`src/rtl/sram_confreg.sv`:
```
// sram_confreg: board config register window (LED/NUM/SWITCH/BTN/TIMER); CONFREG_TIMER_IRQ_EN adds timer compare IRQ
module sram_confreg #(
  parameter logic [15:0] BASE_HI   = 16'h1faf,
  parameter logic [31:0] SIMU_FLAG = 32'hffff_ffff
) (
  input  logic        clk,
  input  logic        resetn,
  input  logic        sram_en,
  input  logic [3:0]  sram_wen,
  input  logic [31:0] sram_addr,
  input  logic [31:0] sram_wdata,
  output logic [31:0] sram_rdata,
  output logic [15:0] led,
  output logic [1:0]  led_rg0,
  output logic [1:0]  led_rg1,
  output logic [31:0] num_data,
  input  logic [7:0]  switch,
  input  logic [15:0] btn_key,
  output logic        timer_irq
);
  logic        hit, wr;
  logic [15:0] off, led_r;
  logic [31:0] sel_val, w_val, timer, timer_nxt;
  logic [7:0]  sw_s1, sw_s2;
`ifdef CONFREG_TIMER_IRQ_EN
  logic [31:0] cmp_r;
  logic        pending, irq_r, set, clr;
`endif
  assign hit = sram_en && sram_addr[31:16] == BASE_HI;
  assign off = sram_addr[15:0];
  assign wr  = hit && |sram_wen;
  always_comb begin
    sel_val = 32'h0;
    case (off)
      16'hf000: sel_val = {16'h0, led_r};
      16'hf004: sel_val = {30'h0, led_rg0};
      16'hf008: sel_val = {30'h0, led_rg1};
      16'hf010: sel_val = num_data;
      16'hf020: sel_val = {24'h0, sw_s2};
      16'hf024: sel_val = {16'h0, btn_key};
      16'he000: sel_val = timer;
`ifdef CONFREG_TIMER_IRQ_EN
      16'he004: sel_val = cmp_r;
      16'he008: sel_val = {31'h0, pending};
`endif
      16'hff0c: sel_val = SIMU_FLAG;
      default:  sel_val = 32'h0;
    endcase
  end
  // byte-merge of the addressed register's current value with the write data
  always_comb
    for (int i = 0; i < 4; i++)
      w_val[8*i +: 8] = sram_wen[i] ? sram_wdata[8*i +: 8] : sel_val[8*i +: 8];
  assign timer_nxt = (wr && off == 16'he000) ? w_val : timer + 32'h1;
`ifdef CONFREG_TIMER_IRQ_EN
  assign set = cmp_r != 32'h0 && timer_nxt == cmp_r;
  assign clr = wr && off == 16'he008 && sram_wen[0] && sram_wdata[0];
  assign timer_irq = irq_r;
`else
  assign timer_irq = 1'b0;
`endif
  always_ff @(posedge clk) begin
    if (!resetn) begin
      sram_rdata <= 32'h0;
      led_r      <= 16'h0;
      led_rg0    <= 2'h0;
      led_rg1    <= 2'h0;
      num_data   <= 32'h0;
      timer      <= 32'h0;
      sw_s1      <= 8'h0;
      sw_s2      <= 8'h0;
`ifdef CONFREG_TIMER_IRQ_EN
      cmp_r      <= 32'h0;
      pending    <= 1'b0;
      irq_r      <= 1'b0;
`endif
    end else begin
      sw_s1 <= switch;
      sw_s2 <= sw_s1;
      timer <= timer_nxt;
      if (sram_en && sram_wen == 4'h0) sram_rdata <= hit ? sel_val : 32'h0;
      if (wr && off == 16'hf000) led_r <= w_val[15:0];
      if (wr && off == 16'hf004) led_rg0 <= w_val[1:0];
      if (wr && off == 16'hf008) led_rg1 <= w_val[1:0];
      if (wr && off == 16'hf010) num_data <= w_val;
`ifdef CONFREG_TIMER_IRQ_EN
      if (wr && off == 16'he004) cmp_r <= w_val;
      pending <= set || (pending && !clr);
      irq_r   <= pending;
`endif
    end
  end
  assign led = ~led_r;
endmodule

```
`config.mk`:
```
export PLATFORM = sky130hd
export DESIGN_NAME = sram_confreg
export DESIGN_NICKNAME = d
export VERILOG_FILES = /design/src/rtl/sram_confreg.sv
export SDC_FILE = /design/constraint.sdc
export NUM_CORES = 1
export LEC_CHECK = 0
export ABC_AREA = 1
export BUFFER_PORTS_ARGS = -buffer_cell sky130_fd_sc_hd__buf_2
export CAP_MARGIN = 20
export CORE_UTILIZATION = 35
export CTS_CLUSTER_DIAMETER = 40
export DETAILED_ROUTE_END_ITERATION = 16
export GPL_ROUTABILITY_DRIVEN = 0
export HOLD_SLACK_MARGIN = 0.08
export SLEW_MARGIN = 40
export SYNTH_ARGS = -nofsm -noshare
export SYNTH_HDL_FRONTEND = slang
export SYNTH_SLANG_ARGS = --single-unit
```
`constraint.sdc`:
```
create_clock -name clk -period 5.03 [get_ports clk]
set_clock_uncertainty 0.15 [all_clocks]
set_input_delay 0.7545 -clock clk [delete_from_list [all_inputs] [get_ports clk]]
set_output_delay 0.7545 -clock clk [all_outputs]
set_load 0.02 [all_outputs]
```
== Word-level counts from Yosys, hierarchy flattened ==
Cells that the tools add are included.
Widths: inputs -> output; s select.

* Input port bits: 95
* Output and inout port bits: 85
* Bits in registers: 132
* Logic and storage cells: 36

* Muxes and demuxes: 7
* Equal/unequal tests: 9
* Reductions and logical operators: 10
* $add $sub $neg: 1
* Bitwise logic cells: 1

{| class="wikitable"
|+ Operator list
! operator !! number
|-
| $pmux 32 s8 || 1
|-
| $eq 16x16->1 const B || 8
|-
| $mux 32 || 2
|-
| $add 32x1->32 const B || 1
|-
| $mux 8 || 4
|-
| $eq 16x13->1 const B || 1
|-
| $not 16->16 || 1
|-
| $logic_and 1x1->1 || 8
|-
| $logic_not 4->1 || 1
|-
| $reduce_or 4->1 || 1
|}

== Longest topological paths before layout ==
* Depth in word-level cells: 5
* Depth in mapped cells: 13
* Depth with buffers taken out: 12

== Least setup slack after synthesis ==
OpenSTA, ideal clock, no wires.

* Path type: input-to-reg
* From: input port sram_addr[11]
* To: register timer[16]
* Setup slack: 2.875 ns
* Buffers on the path: 1
* Arrival: 1.895 ns
* Required time: 4.770 ns
* Stages on the path: 11
* Library setup time: 0.110 ns
* Cell sequence: nor2_1 -> nand2_4 -> nor2_8 -> nand2_4 -> inv_2 -> nand3_4 -> inv_2 -> buf_4 -> nand3_1 -> nand3_1 -> inv_1

* Longest elaborated chain between the ends: 4
* Elaborated cells between the ends (all ways): 12
* Those cells by class: eq/ne: 8; mux: 3; reduce/logical: 1

{| class="wikitable"
|+ RTL lines
! what !! line !! text
|-
| start, declared || 10 || <nowiki>input logic [31:0] sram_addr,</nowiki>
|-
| $eq 16x16->1, on equally long branches || 34, 54 ||
|-
| $pmux 32 s8 || 34 || <nowiki>case (off)</nowiki>
|-
| $mux 8 || 53 || <nowiki>w_val[8*i +: 8] = sram_wen[i] ? sram_wdata[8*i +: 8] : sel_val[8*i +: 8];</nowiki>
|-
| $mux 32 * || 54 || <nowiki>assign timer_nxt = (wr && off == 16'he000) ? w_val : timer + 32'h1;</nowiki>
|-
| end signal, assigned || 80 || <nowiki>timer <= timer_nxt;</nowiki>
|-
| end, declared || 23 || <nowiki>logic [31:0] sel_val, w_val, timer, timer_nxt;</nowiki>
|}

Mark *: on every way between the ends. The rest lies on a longest branch, timed or not.
A chain may end at the register's enable or synchronous reset.

== Final worst setup path ==
* From: input port sram_addr[7]
* To: register led_r[11]

* Longest elaborated chain between the ends: 3
* Elaborated cells between the ends (all ways): 11
* Those cells by class: eq/ne: 8; mux: 2; reduce/logical: 1

{| class="wikitable"
|+ RTL lines
! what !! line !! text
|-
| $eq 16x16->1, on equally long branches || 34, 82 ||
|-
| $pmux 32 s8 || 34 ||
|-
| $mux 8 || 53 ||
|-
| end signal, assigned || 82 || <nowiki>if (wr && off == 16'hf000) led_r <= w_val[15:0];</nowiki>
|-
| end, declared || 22 || <nowiki>logic [15:0] off, led_r;</nowiki>
|}

Parallel ways exist; a longest one is shown, timed or not.

==> flow_summary.json <==
{
  "post-route-period-util_pct": 53.9,
  "p_clk_share_pct": 52.5,
  "crit_fanout": 32,
  "cellPowerDensity_nw_per_um2": 274,
  "p_switching_w": 0.000571,
  "maxSlewHeadroom_pct": 45.6,
  "drv_slew": 0,
  "fin_nets": 1412,
  "syn_area_sq_um": 7540,
  "end_kind": "flip-flop",
  "min_period_ns": 2.71,
  "ys.flop_type": "dfxtp_1",
  "worstPathArrival_ns": 2.92,
  "worstPathCellList": "buf_2, nor2_2, nand2_2, nor2_1, nand2_1, nor2_4, o21ai_0, a21oi_1",
  "htree_levels": 4,
  "yosysWarnings": 0,
  "rsz0062_at_grt": "false",
  "detail-route-antenna-nets": 0,
  "path_clk_slew_ns": 0.06,
  "drive_above_1_share_pct": 21.7,
  "die_y_microns": 149,
  "io_pins": 180,
  "dp.cells": 1571,
  "synth_cell_types": 41,
  "swShare_pct": 22.8,
  "fmax_ghz": 0.369,
  "hp-class": "flip-flop to flip-flop",
  "clock-sinks": 132,
  "final_cell_mix": "316 x nand2_1, 178 x buf_2, 155 x nand3_1, 137 x nor2_1, 132 x dfxtp_1",
  "cts_hold_buffers": 0,
  "grt_pass1_vias": 7098,
  "drt-vias-per-instance": 4.93,
  "regArea_sq_um": 2640,
  "synth_fp_nets": 1261,
  "synth_seq_cells": 132,
  "p_int_w": 0.00193,
  "fill_cells": 2272,
  "slowest_delay_ns": 0.63,
  "start_util_pct": 35.7,
  "post-place-ws_ns": 1.93,
  "route.detailed.wl_per_inst_microns": 14.8,
  "grt_max_degree": 85,
  "ir_worst_vdd_v": 0.000188,
  "port-buffer-count": 178,
  "grt_overflow": 0,
  "critical_path_required_ns": 5.23,
  "die_w_microns": 149,
  "clk_latency_ns": 0.43,
  "ys_seq_area_share_pct": 35.1,
  "power_frac_comb_pct": 5.3,
  "tightest_slew_ns": 0.814,
  "path_class": "primary input to flip-flop",
  "syn2layout_area_growth_pct": 21.1,
  "drc": 0,
  "fin_util_pct": 43.3,
  "cts-buffers-inserted": 17,
  "crit_slowest_cell": "nor2_1",
  "multiInputGateArea_sq_um": 4160,
  "dpl.hpwl_microns": 17700,
  "dieArea_sq_um": 22100,
  "avgSynthCellArea_sq_um": 6.47,
  "dr.pass1.iters": 5,
  "ctsResizeCount": 0,
  "final_common_cell": "nand2_1",
  "status": "completed",
  "grt_use_total_pct": 21.5,
  "leakage_nw": 4.51,
  "power.total_w": 0.00250,
  "tritoncts": "yes",
  "synth_edf_count": 0,
  "core_area_sq_um": 21100,
  "diodes": 0,
  "antenna_found_initial": 0,
  "setup_viol": 0,
  "setup_slack_ns": 2.32,
  "drt_iter0_markers": 527,
  "power_frac_seq_pct": 42.3,
  "stdcell_count": 1604,
  "clockBufferDepth": 2,
  "timing.final.hold_violations": 0,
  "ys_async_sr_fraction_pct": 0,
  "rows": 53,
  "drt-total-wl_microns": 23800,
  "cts_setup_buffers": 0,
  "syn_inst": 1165,
  "critical_path.startpoint_type": "primary input",
  "drv_cap": 0,
  "num_vias": 7913,
  "grt_pass1_wl_microns": 36900,
  "finalSetupTns_ns": 0,
  "clock-root-buffer": "clkbuf_16"
}
-- critical path: cells and delay by family --
kind / cells / cell delay [ns]
buffers and inverters: 1 / 0.10
AOI/OAI and AO/OA: 2 / 0.35
and+or+nand+nor: 5 / 1.71
-- routing by layer --
layer  global-route usage [%]  wire [microns]  up-vias
li1                         -               -     4035
met1                     28.6           10800     3588
met2                     35.7           11100      267
met3                     3.12            1500       23
met4                     6.63             324        0
met5                        0               0        -
-- logic make-up (layout without fill, tap and decap cells) --
| group | count (synthesis) | count (layout) | share of synthesized area (%) |
|---|---|---|---|
| AO/OA/AOI/OAI | 153 | 153 | 10.5 |
| XOR/XNOR | 15 | 15 | 1.74 |
| adder cells (fa/ha/maj) | 1 | 1 | 0.166 |
| buffers and inverters | 163 | 327 | 9.94 |
| flip-flops | 132 | 132 | 35.1 |
| other | 1 | 1 | 0.0497 |
| AND/OR/NAND/NOR | 700 | 700 | 42.5 |
-- cell type report --
class                           count  share of cell area, %
Timing Repair Buffer              183                   10.3
Clock inverter                     13                   2.02
Clock buffer                       19                   4.74
Tap cell                          275                   3.77
Inverter                          112                   4.65
Multi-Input combinational cell    870                   45.6
Sequential cell                   132                   29.0
-- metrics by stage --
step                hold WS [ns]  cell area (sq um)
floorplan                  0.240               7540
finish                     0.261               9130
global placement           0.246               8480
CTS                        0.263               9110
detailed placement         0.248               8490
global route               0.284               9130
-- flip-flops by register name, summed over array words and instances (netlist names) --
name,cells
led_rg1,2
num_data,32
led_r,16
timer,32
sw_s2,8
sw_s1,8
sram_rdata,32
led_rg0,2
-- path summary, 6_finish.rpt --
| path | start | end | slack [ns] | cells after the start |
|---|---|---|---|---|
| min reg2reg | sw_s1[2] | sw_s2[2] | 0.26 | 2 |
| max reg2reg | timer[0] | timer[24] | 2.97 | 10 |
| min | sw_s1[2] | sw_s2[2] | 0.26 | 2 |
| max | sram_addr[7] | led_r[11] | 2.32 | 8 |
-- power groups by stage --
stage               Combinational [W]  Sequential (W)  Clock (W)
floorplan                   0.0000714         0.00108          0
detailed placement           0.000132         0.00108          0
finish                       0.000132         0.00106    0.00131
global placement             0.000131         0.00108          0
CTS                          0.000133         0.00106    0.00133
global route                 0.000146         0.00106    0.00137
-- cell usage after synthesis (7+ instances only) --
cell type,count,area (sq um)
nand2_2,16,100
nand2_1,317,1190
nand3_1,155,776
nor2_2,9,56.3
buf_2,16,80.1
clkbuf_1,16,60.1
nor3_1,8,40.0
a21oi_2,7,61.3
dfxtp_1,132,2640
nand4_1,12,75.1
nor2_1,137,514
inv_1,107,402
or2_2,16,100
a21oi_1,77,385
xor2_1,10,87.6
o21ai_0,62,310
buf_4,11,82.6
Note: power is estimated with default switching activity, not from simulation.
